### src/rtl/rv_defs_pkg.sv
// Op-code encodings shared between the decode and execute stages, plus the
// execute-stage ALU result bundle.
package rv_defs_pkg;

  localparam logic [6:0] OH_LUI   = 7'd1;
  localparam logic [6:0] OH_JAL   = 7'd3;
  localparam logic [6:0] OH_BEQ   = 7'd5;
  localparam logic [6:0] OH_BNE   = 7'd6;
  localparam logic [6:0] OH_BLT   = 7'd7;
  localparam logic [6:0] OH_ADDI  = 7'd19;
  localparam logic [6:0] OH_SLTI  = 7'd20;
  localparam logic [6:0] OH_SLTIU = 7'd21;
  localparam logic [6:0] OH_SLLI  = 7'd25;
  localparam logic [6:0] OH_SRLI  = 7'd26;
  localparam logic [6:0] OH_SRAI  = 7'd27;
  localparam logic [6:0] OH_ADD   = 7'd28;
  localparam logic [6:0] OH_SUB   = 7'd29;

  typedef struct packed {
    logic [31:0] result;
    logic [31:0] target;
    logic        take;
    logic        known;
  } alu_res_t;

endpackage

### src/rtl/ex_alu.sv
// Combinational execute datapath: ALU result, branch/jump target, taken flag
// and whether the op code is one this stage understands.
module ex_alu
  import rv_defs_pkg::*;
(
  input  logic [31:0] op1,
  input  logic [31:0] op2,
  input  logic [31:0] ins,
  input  logic [31:0] ins_addr,
  input  logic [6:0]  oh,
  output alu_res_t    res
);

  logic [31:0] b_imm;
  logic [31:0] j_imm;
  logic [4:0]  sra_idx;
  logic        sra_sign;

  assign b_imm = {{19{ins[31]}}, ins[31], ins[7], ins[30:25], ins[11:8], 1'b0};
  assign j_imm = {{11{ins[31]}}, ins[31], ins[19:12], ins[20], ins[30:21], 1'b0};

  // id hands SRAI over as a logical shift plus a mask of the vacated bits;
  // the original sign bit now sits at position 31-shamt.
  assign sra_idx  = 5'd31 - ins[24:20];
  assign sra_sign = op1[sra_idx];

  always_comb begin
    res.result = 32'd0;
    res.target = ins_addr + b_imm;
    res.take   = 1'b0;
    res.known  = 1'b1;
    case (oh)
      OH_ADDI, OH_ADD: res.result = op1 + op2;
      OH_SUB:          res.result = op1 - op2;
      OH_SLTI:         res.result = ($signed(op1) < $signed(op2)) ? 32'd1 : 32'd0;
      OH_SLTIU:        res.result = (op1 < op2) ? 32'd1 : 32'd0;
      OH_SLLI:         res.result = op1 << op2[4:0];
      OH_SRLI:         res.result = op1 >> op2[4:0];
      OH_SRAI:         res.result = op1 | (~op2 & {32{sra_sign}});
      OH_LUI:          res.result = {ins[31:12], 12'b0};
      OH_JAL: begin
        res.result = ins_addr + 32'd4;
        res.target = ins_addr + j_imm;
        res.take   = 1'b1;
      end
      OH_BEQ:          res.take = (op1 == op2);
      OH_BNE:          res.take = (op1 != op2);
      OH_BLT:          res.take = ($signed(op1) < $signed(op2));
      default:         res.known = 1'b0;
    endcase
  end

endmodule

### src/rtl/ex_stage.sv
// Execute stage: registers the ALU writeback, issues fetch redirects and
// holds the squash window and retired-instruction counter.
module ex_stage
  import rv_defs_pkg::*;
#(
  parameter int FLUSH_CYCLES = 2,
  parameter int CNT_W        = 32
) (
  input  logic             clk,
  input  logic             rst_n,
  input  logic             valid_i,
  input  logic [31:0]      op1_i,
  input  logic [31:0]      op2_i,
  input  logic [31:0]      ins_i,
  input  logic [31:0]      ins_addr_i,
  input  logic [4:0]       rd_addr_i,
  input  logic             rd_wen_i,
  input  logic [6:0]       oh_i,
  output logic [4:0]       wb_addr_o,
  output logic [31:0]      wb_data_o,
  output logic             wb_en_o,
  output logic             jump_en_o,
  output logic [31:0]      jump_addr_o,
  output logic             flush_o,
  output logic             illegal_o,
  output logic [CNT_W-1:0] retired_o
);

  alu_res_t   res;
  logic [2:0] flush_cnt;
  logic       accept;

  ex_alu u_alu (
    .op1      (op1_i),
    .op2      (op2_i),
    .ins      (ins_i),
    .ins_addr (ins_addr_i),
    .oh       (oh_i),
    .res      (res)
  );

  assign flush_o = (flush_cnt != 3'd0);
  assign accept  = valid_i & ~flush_o;

  always_ff @(posedge clk) begin
    if (!rst_n) begin
      wb_addr_o   <= 5'd0;
      wb_data_o   <= 32'd0;
      wb_en_o     <= 1'b0;
      jump_en_o   <= 1'b0;
      jump_addr_o <= 32'd0;
      illegal_o   <= 1'b0;
      retired_o   <= '0;
      flush_cnt   <= 3'd0;
    end else begin
      wb_en_o   <= 1'b0;
      jump_en_o <= 1'b0;
      if (flush_cnt != 3'd0)
        flush_cnt <= flush_cnt - 3'd1;
      if (accept) begin
        retired_o <= retired_o + CNT_W'(1);
        if (!res.known)
          illegal_o <= 1'b1;
        if (res.known && rd_wen_i && (rd_addr_i != 5'd0)) begin
          wb_en_o   <= 1'b1;
          wb_addr_o <= rd_addr_i;
          wb_data_o <= res.result;
        end
        // a redirect reloads the window; no redirect can land inside one
        if (res.known && res.take) begin
          jump_en_o   <= 1'b1;
          jump_addr_o <= res.target;
          flush_cnt   <= 3'(FLUSH_CYCLES);
        end
      end
    end
  end

endmodule

### config.mk
export PLATFORM = sky130hd
export DESIGN_NAME = ex_stage
export DESIGN_NICKNAME = d
export VERILOG_FILES = /design/src/rtl/rv_defs_pkg.sv /design/src/rtl/ex_alu.sv /design/src/rtl/ex_stage.sv
export SDC_FILE = /design/constraint.sdc
export NUM_CORES = 1
export LEC_CHECK = 0
export BUFFER_PORTS_ARGS = -buffer_cell sky130_fd_sc_hd__buf_2
export CAP_MARGIN = 20
export CORE_MARGIN = 4
export CORE_UTILIZATION = 50
export CTS_BUF_LIST = sky130_fd_sc_hd__clkbuf_4 sky130_fd_sc_hd__clkbuf_8 sky130_fd_sc_hd__clkbuf_16
export DETAILED_ROUTE_END_ITERATION = 8
export PLACE_DENSITY = 0.83
export SYNTH_ARGS = -nofsm -noshare
export SYNTH_HDL_FRONTEND = slang
export SYNTH_SLANG_ARGS = --single-unit
### constraint.sdc
create_clock -name clk -period 9.42 [get_ports clk]
set_clock_uncertainty 0.1 [all_clocks]
set_input_delay 1.884 -clock clk [delete_from_list [all_inputs] [get_ports clk]]
set_output_delay 1.884 -clock clk [all_outputs]
set_load 0.005 [all_outputs]
Word-level counts from Yosys, hierarchy flattened
Cells that the tools add are included.
{"block": "totals", "romBits": 0, "latch_bits": 0, "mem_bits_rw": 0, "in_bits": 144, "register_bits": 107, "n_memories": 0, "elab_cells": 66}
{"block": "classes", "reduce_logical": 11, "mul": 0, "eq_ne": 15, "bitwise": 6, "n_mux": 13, "div_mod_pow": 0, "order_cmp": 3, "shifts": 2, "addsub": 8}
{"op": "case mux 32 bit (9 select lines)", "count": 1}
{"op": "adder 32 bit", "count": 3}
{"op": "less-than comparator 32 bit", "count": 2}
{"op": "equality test 7 x 5 -> 1 bit, second input constant", "count": 8}
{"op": "adder 32 x 1 -> 32 bit, second input constant", "count": 1}
{"op": "adder 32 x 3 -> 32 bit, second input constant", "count": 1}
{"op": "AND 32 bit", "count": 1}
{"op": "equality test 32 bit", "count": 1}
{"op": "2-to-1 mux 32 bit", "count": 1}
{"op": "inequality test 32 bit", "count": 1}
{"op": "NOT 32 bit", "count": 1}
{"op": "OR 32 bit", "count": 1}
{"op": "<< shifter 32 x 5 -> 32 bit", "count": 1}
{"op": "right shift 32 x 5 -> 32 bit", "count": 1}
{"op": "subtractor 32 bit", "count": 1}
{"op": "equality test 7 x 3 -> 1 bit, second input constant", "count": 3}
{"op": "OR reduction 13 bit", "count": 1}
{"op": "2-to-1 mux 3 bit", "count": 3}
{"op": "AND reduction 2 bit", "count": 4}
{"op": "equality test 7 x 1 -> 1 bit, second input constant", "count": 1}
{"op": "equality test 7 x 2 -> 1 bit, second input constant", "count": 1}
{"op": "less-than comparator 5 x 6 -> 1 bit, second input constant", "count": 1}
{"op": "2-to-1 mux 1 bit", "count": 6}
{"op": "binary-select mux 1 bit (select 5 bit)", "count": 1}
{"op": "9 further kinds", "count": 12}

Longest topological paths before layout
{"block": "depth", "word_depth": 6, "depth_mapped": 20, "mapped_depth_nobuf": 16}

Hierarchy
A second synthesis with hierarchy kept.
{"block": "unflattened", "hier_cells": 2058, "area_unflattened_um2": 14742.9}
{"module": "ex_alu", "area_each_um2": 10659.0, "cells_per_inst": 1626, "instances": 1}
{"module": "ex_stage", "area_each_um2": 4083.9, "cells_per_inst": 432, "instances": 1}

Worst setup path before layout
Ideal clock, no wire load.
{"block": "synth_timing", "path_type": "input -> register", "start": "input oh_i[3]", "end": "register jump_addr_o[28]", "path_buffers": 4, "setup_slack_ps": 3082, "path_stages": 19, "setup_time_ps": 133, "arrival_ps": 6104, "path_cell_list": "clkbuf_1 or4_1 nor3_1 clkbuf_1 buf_2 buf_1 nand2_1 nand2_1 ha_1 a21o_1 a221o_1 a221o_1 a31oi_2 o31ai_1 a41o_1 o221ai_1 a21oi_1 nand4b_1 o221ai_1"}
{"block": "synth_via", "elab_chain_len": 5, "elab_cells_between_ends": 19}
{"element": "from (decl)", "line": "ex_stage.sv:18", "rtl": "input logic [6:0] oh_i,"}
{"element": "equality test 7 x 5 -> 1 bit, or another cell as far along", "line": "ex_alu.sv:32", "rtl": "case (oh)"}
{"element": "OR reduction 13 bit (no line)"}
{"element": "2-to-1 mux 1 bit", "line": "ex_alu.sv:32"}
{"element": "logical AND 1 bit", "line": "ex_stage.sv:70", "rtl": "if (res.known && res.take) begin"}
{"element": "AND reduction 2 bit (no line)"}
{"element": "to (signal assigned)", "line": "ex_stage.sv:72", "rtl": "jump_addr_o <= res.target;"}
{"element": "to (decl)", "line": "ex_stage.sv:23", "rtl": "output logic [31:0] jump_addr_o,"}
Parallel ways exist; a longest one is shown, timed or not.
A chain may end at the register's enable or synchronous reset.

Worst setup path in the final report
{"block": "layout_timing", "start": "input oh_i[3]", "end": "register jump_addr_o[26]"}
The elaborated chain is that of the path after synthesis.

==> metrics <==
Final setup viols 0; Synth async-reset ratio 0%; Reg clk slew, reported paths 0.08 ns; Die Ht 176.3 µm; Tot GR Track Use 37.81%; synthesized area per cell 7.315 µm²; drt total wl 61300 µm; Area Growth Syn to Fin 11.96%; largest net degree at the start of global routing 75; share of cells above drive strength 1 18.05%; Crit Path Category input port to flip-flop; Synth cell types 89; mapped cell area 0.01416 mm²; H-tree depth 3; Worst-Skew Late Latency 0.37 ns; VDD IR-drop max 0.07650 mV; PortBufs 241; post-synthesis sequential area ratio 15.13%; crit-path max FO 22; CTS resizes 0; fin nets 2329; total gr overflow 0; Vias 16740; FMAX 0.1504 GHz; Post-synth EDFFs 0; FF+latch count, synth 107; starting density of the core 50.84%; cts bufs inserted 9; synth top area cells dfxtp_1 (15%), ha_1 (8.7%), nor2_1 (6.3%), mux4_2 (6.0%), a21oi_1 (5.4%); I/O Pins 249; DRT iter0 DRCs 2179; CP max-delay cell or4_1; antenna violations before repair 3; synthesis warning total 0; CTS sink cnt 107; Worst Path Arrival 6.75 ns; Die X 176.3 µm; Final min period 6.648 ns; Core Footprint 0.02786 mm²; predominant post-synthesis flop cell dfxtp_1; via/cell ratio 6.774; Residual DRC 0; Fill cells 2658; CTS tree built; most numerous cell in the Yosys netlist nor2_1; Routability Congestion 1.104; vias in the first global route 15610; Mapped Nets 2181; CP bufs+invs 2; Hold Crit Depth 2; RSZ-0062 raised after global routing no; worst slew pin tran 1.062 ns; most used cell, CP a221o_1; share of the synthesized area in the top cell type 15.13%; pwr/cell area 103.5 mW/mm²; DP Wirelength 46800 µm; max-capacitance violation count 0; pre-CTS setup slack 2.648 ns; Antenna Nets Post-Route 0; final hold vios 0; P_leak 0.006764 µW; Req. time, crit path 9.52 ns; crit-path leading delay family compound AO/OA/AOI/OAI gates; Avg WL per Cell 24.81 µm; worst relative slew slack 29.22%; setup slack after layout 2.772 ns; Worst Setup End Kind flip-flop; Setup TNS Final 0 ns; CTS root buffer clkbuf_16; critical path's largest stage delay 0.63 ns; largest area contributor in the netlist dfxtp_1; Die Area 0.03108 mm²; post-CTS setup buffer count 0; Pre-antenna DRT Iters 7; row count 61; first-pass GRT wire length 92410 µm; Hold Crit Class flip-flop to flip-flop; R2R depth 11; clk buf depth 2; pins over their slew limit 0; outcome finished clean; final period utilization 70.58%; Worst setup SP type input port; Crit. path cell count 17; gate count of the mapped netlist 1936; top cells by count, synth nor2_1 (239), nand2_1 (186), a21oi_1 (154), dfxtp_1 (107), o21ai_0 (99); critical path cell sequence buf_2, or4_1, or3_1, buf_4, and2_0, a21o_1, ha_1, and3_1, a221o_1, a221o_1, a31oi_2, o31ai_1, a41o_1, o221ai_1, nand2b_1, xnor2_1, o22ai_1; cts hold-fix bufs 0
routing by layer:
| metal | global-route usage [%] | part of all wire [%] | routed length [µm] | vias to the layer above |
|---|---|---|---|---|
| met5 | 0 | 0 | 0 | - |
| met4 | 20.92 | 7.1 | 4345 | 0 |
| met3 | 8.694 | 12 | 7438 | 285 |
| met2 | 57.96 | 42 | 25940 | 1168 |
| met1 | 49.20 | 38 | 23580 | 7789 |
| li1 | - | - | - | 7497 |
report_power, final:
part | total (µW) | leakage (µW) | switching [µW] | internal (µW)
Combinational | 743 | 0.00574 | 469 | 275
Clock | 424 | 0.000160 | 207 | 217
Sequential | 474 | 0.000863 | 9.52 | 464
through the flow:
stage	cells	instance area, µm²	total power, µW	util [%]	hold slack [ns]
after detailed placement	2451	15520	1196	55.71	0.3273
final	2471	15860	1641	56.92	0.3378
after CTS	2467	15850	1619	56.88	0.3411
after global routing	2468	15850	1719	56.89	0.3718
after floorplan	1936	14160	972.0	-	0.3345
after global placement	2450	15510	1181	55.67	0.3243
worst register-to-register path, cell delays in order (launching register included):
cell and delay [ns]:
dfxtp_1 0.32, inv_1 0.08, ha_1 0.21, and3b_1 0.33, o2111ai_2 0.32, buf_4 0.35
a222oi_1 0.39, o311ai_1 0.15, a221oi_1 0.31, o221ai_1 0.20, a21oi_1 0.16, a211oi_1 0.09
sequential cells by signal, indices dropped and copies added, names as in the netlist:
name         flops
illegal_o        1
wb_data_o       32
flush_cnt        3
retired_o       32
jump_en_o        1
jump_addr_o     32
wb_en_o          1
wb_addr_o        5
layout make-up:
type / instances / area (µm²) / area share [%]
diodes: 4 / 10.01 / 0.06313
clock buffers: 9 / 225.2 / 1.420
clock inverters: 7 / 102.6 / 0.6470
inverters: 79 / 296.5 / 1.870
multi-input cells: 1623 / 11220 / 70.77
flip-flops and latches: 107 / 2142 / 13.51
well taps: 378 / 473.0 / 2.983
repair buffers: 264 / 1385 / 8.735
final timing paths:
| path | startpoint | endpoint | slack, ns |
|---|---|---|---|
| worst max-delay path | oh_i[3] | jump_addr_o[26] | 2.77 |
| worst max register to register | flush_cnt[0] | wb_data_o[31] | 6.27 |
| worst min-delay path | wb_data_o[20] | wb_data_o[20] | 0.34 |
| worst min register to register | wb_data_o[20] | wb_data_o[20] | 0.34 |
kinds of logic (layout without fill, tap and decap cells):
group	Yosys count	in the layout	synth area share (%)
simple gates	649	649	20.96
buf+inv	206	359	5.840
flops	107	107	15.12
xor+xnor	99	99	6.122
compound gates	644	644	30.07
other cells	0	4	0
fa+ha+maj	101	101	9.082
mux	130	130	12.80
placed cells by master (no fill, tap or decap), types with 13 or more instances in the layout:
cell,instances
a211oi_1,32
a21o_1,48
a21oi_1,154
a221o_1,14
a221oi_1,25
a31oi_1,26
and3_1,20
buf_2,240
buf_4,23
dfxtp_1,107
ha_1,98
inv_1,65
inv_2,14
mux2_2,13
mux2i_1,72
mux4_2,38
nand2_1,186
nand2b_1,24
nand3_1,41
nand4_1,26
nor2_1,239
nor3_1,31
o211ai_1,30
o21ai_0,99
o21ai_1,52
o21bai_1,19
o22ai_1,25
xnor2_1,51
xor2_1,48
No activity file was read; power rests on OpenSTA's default activity.
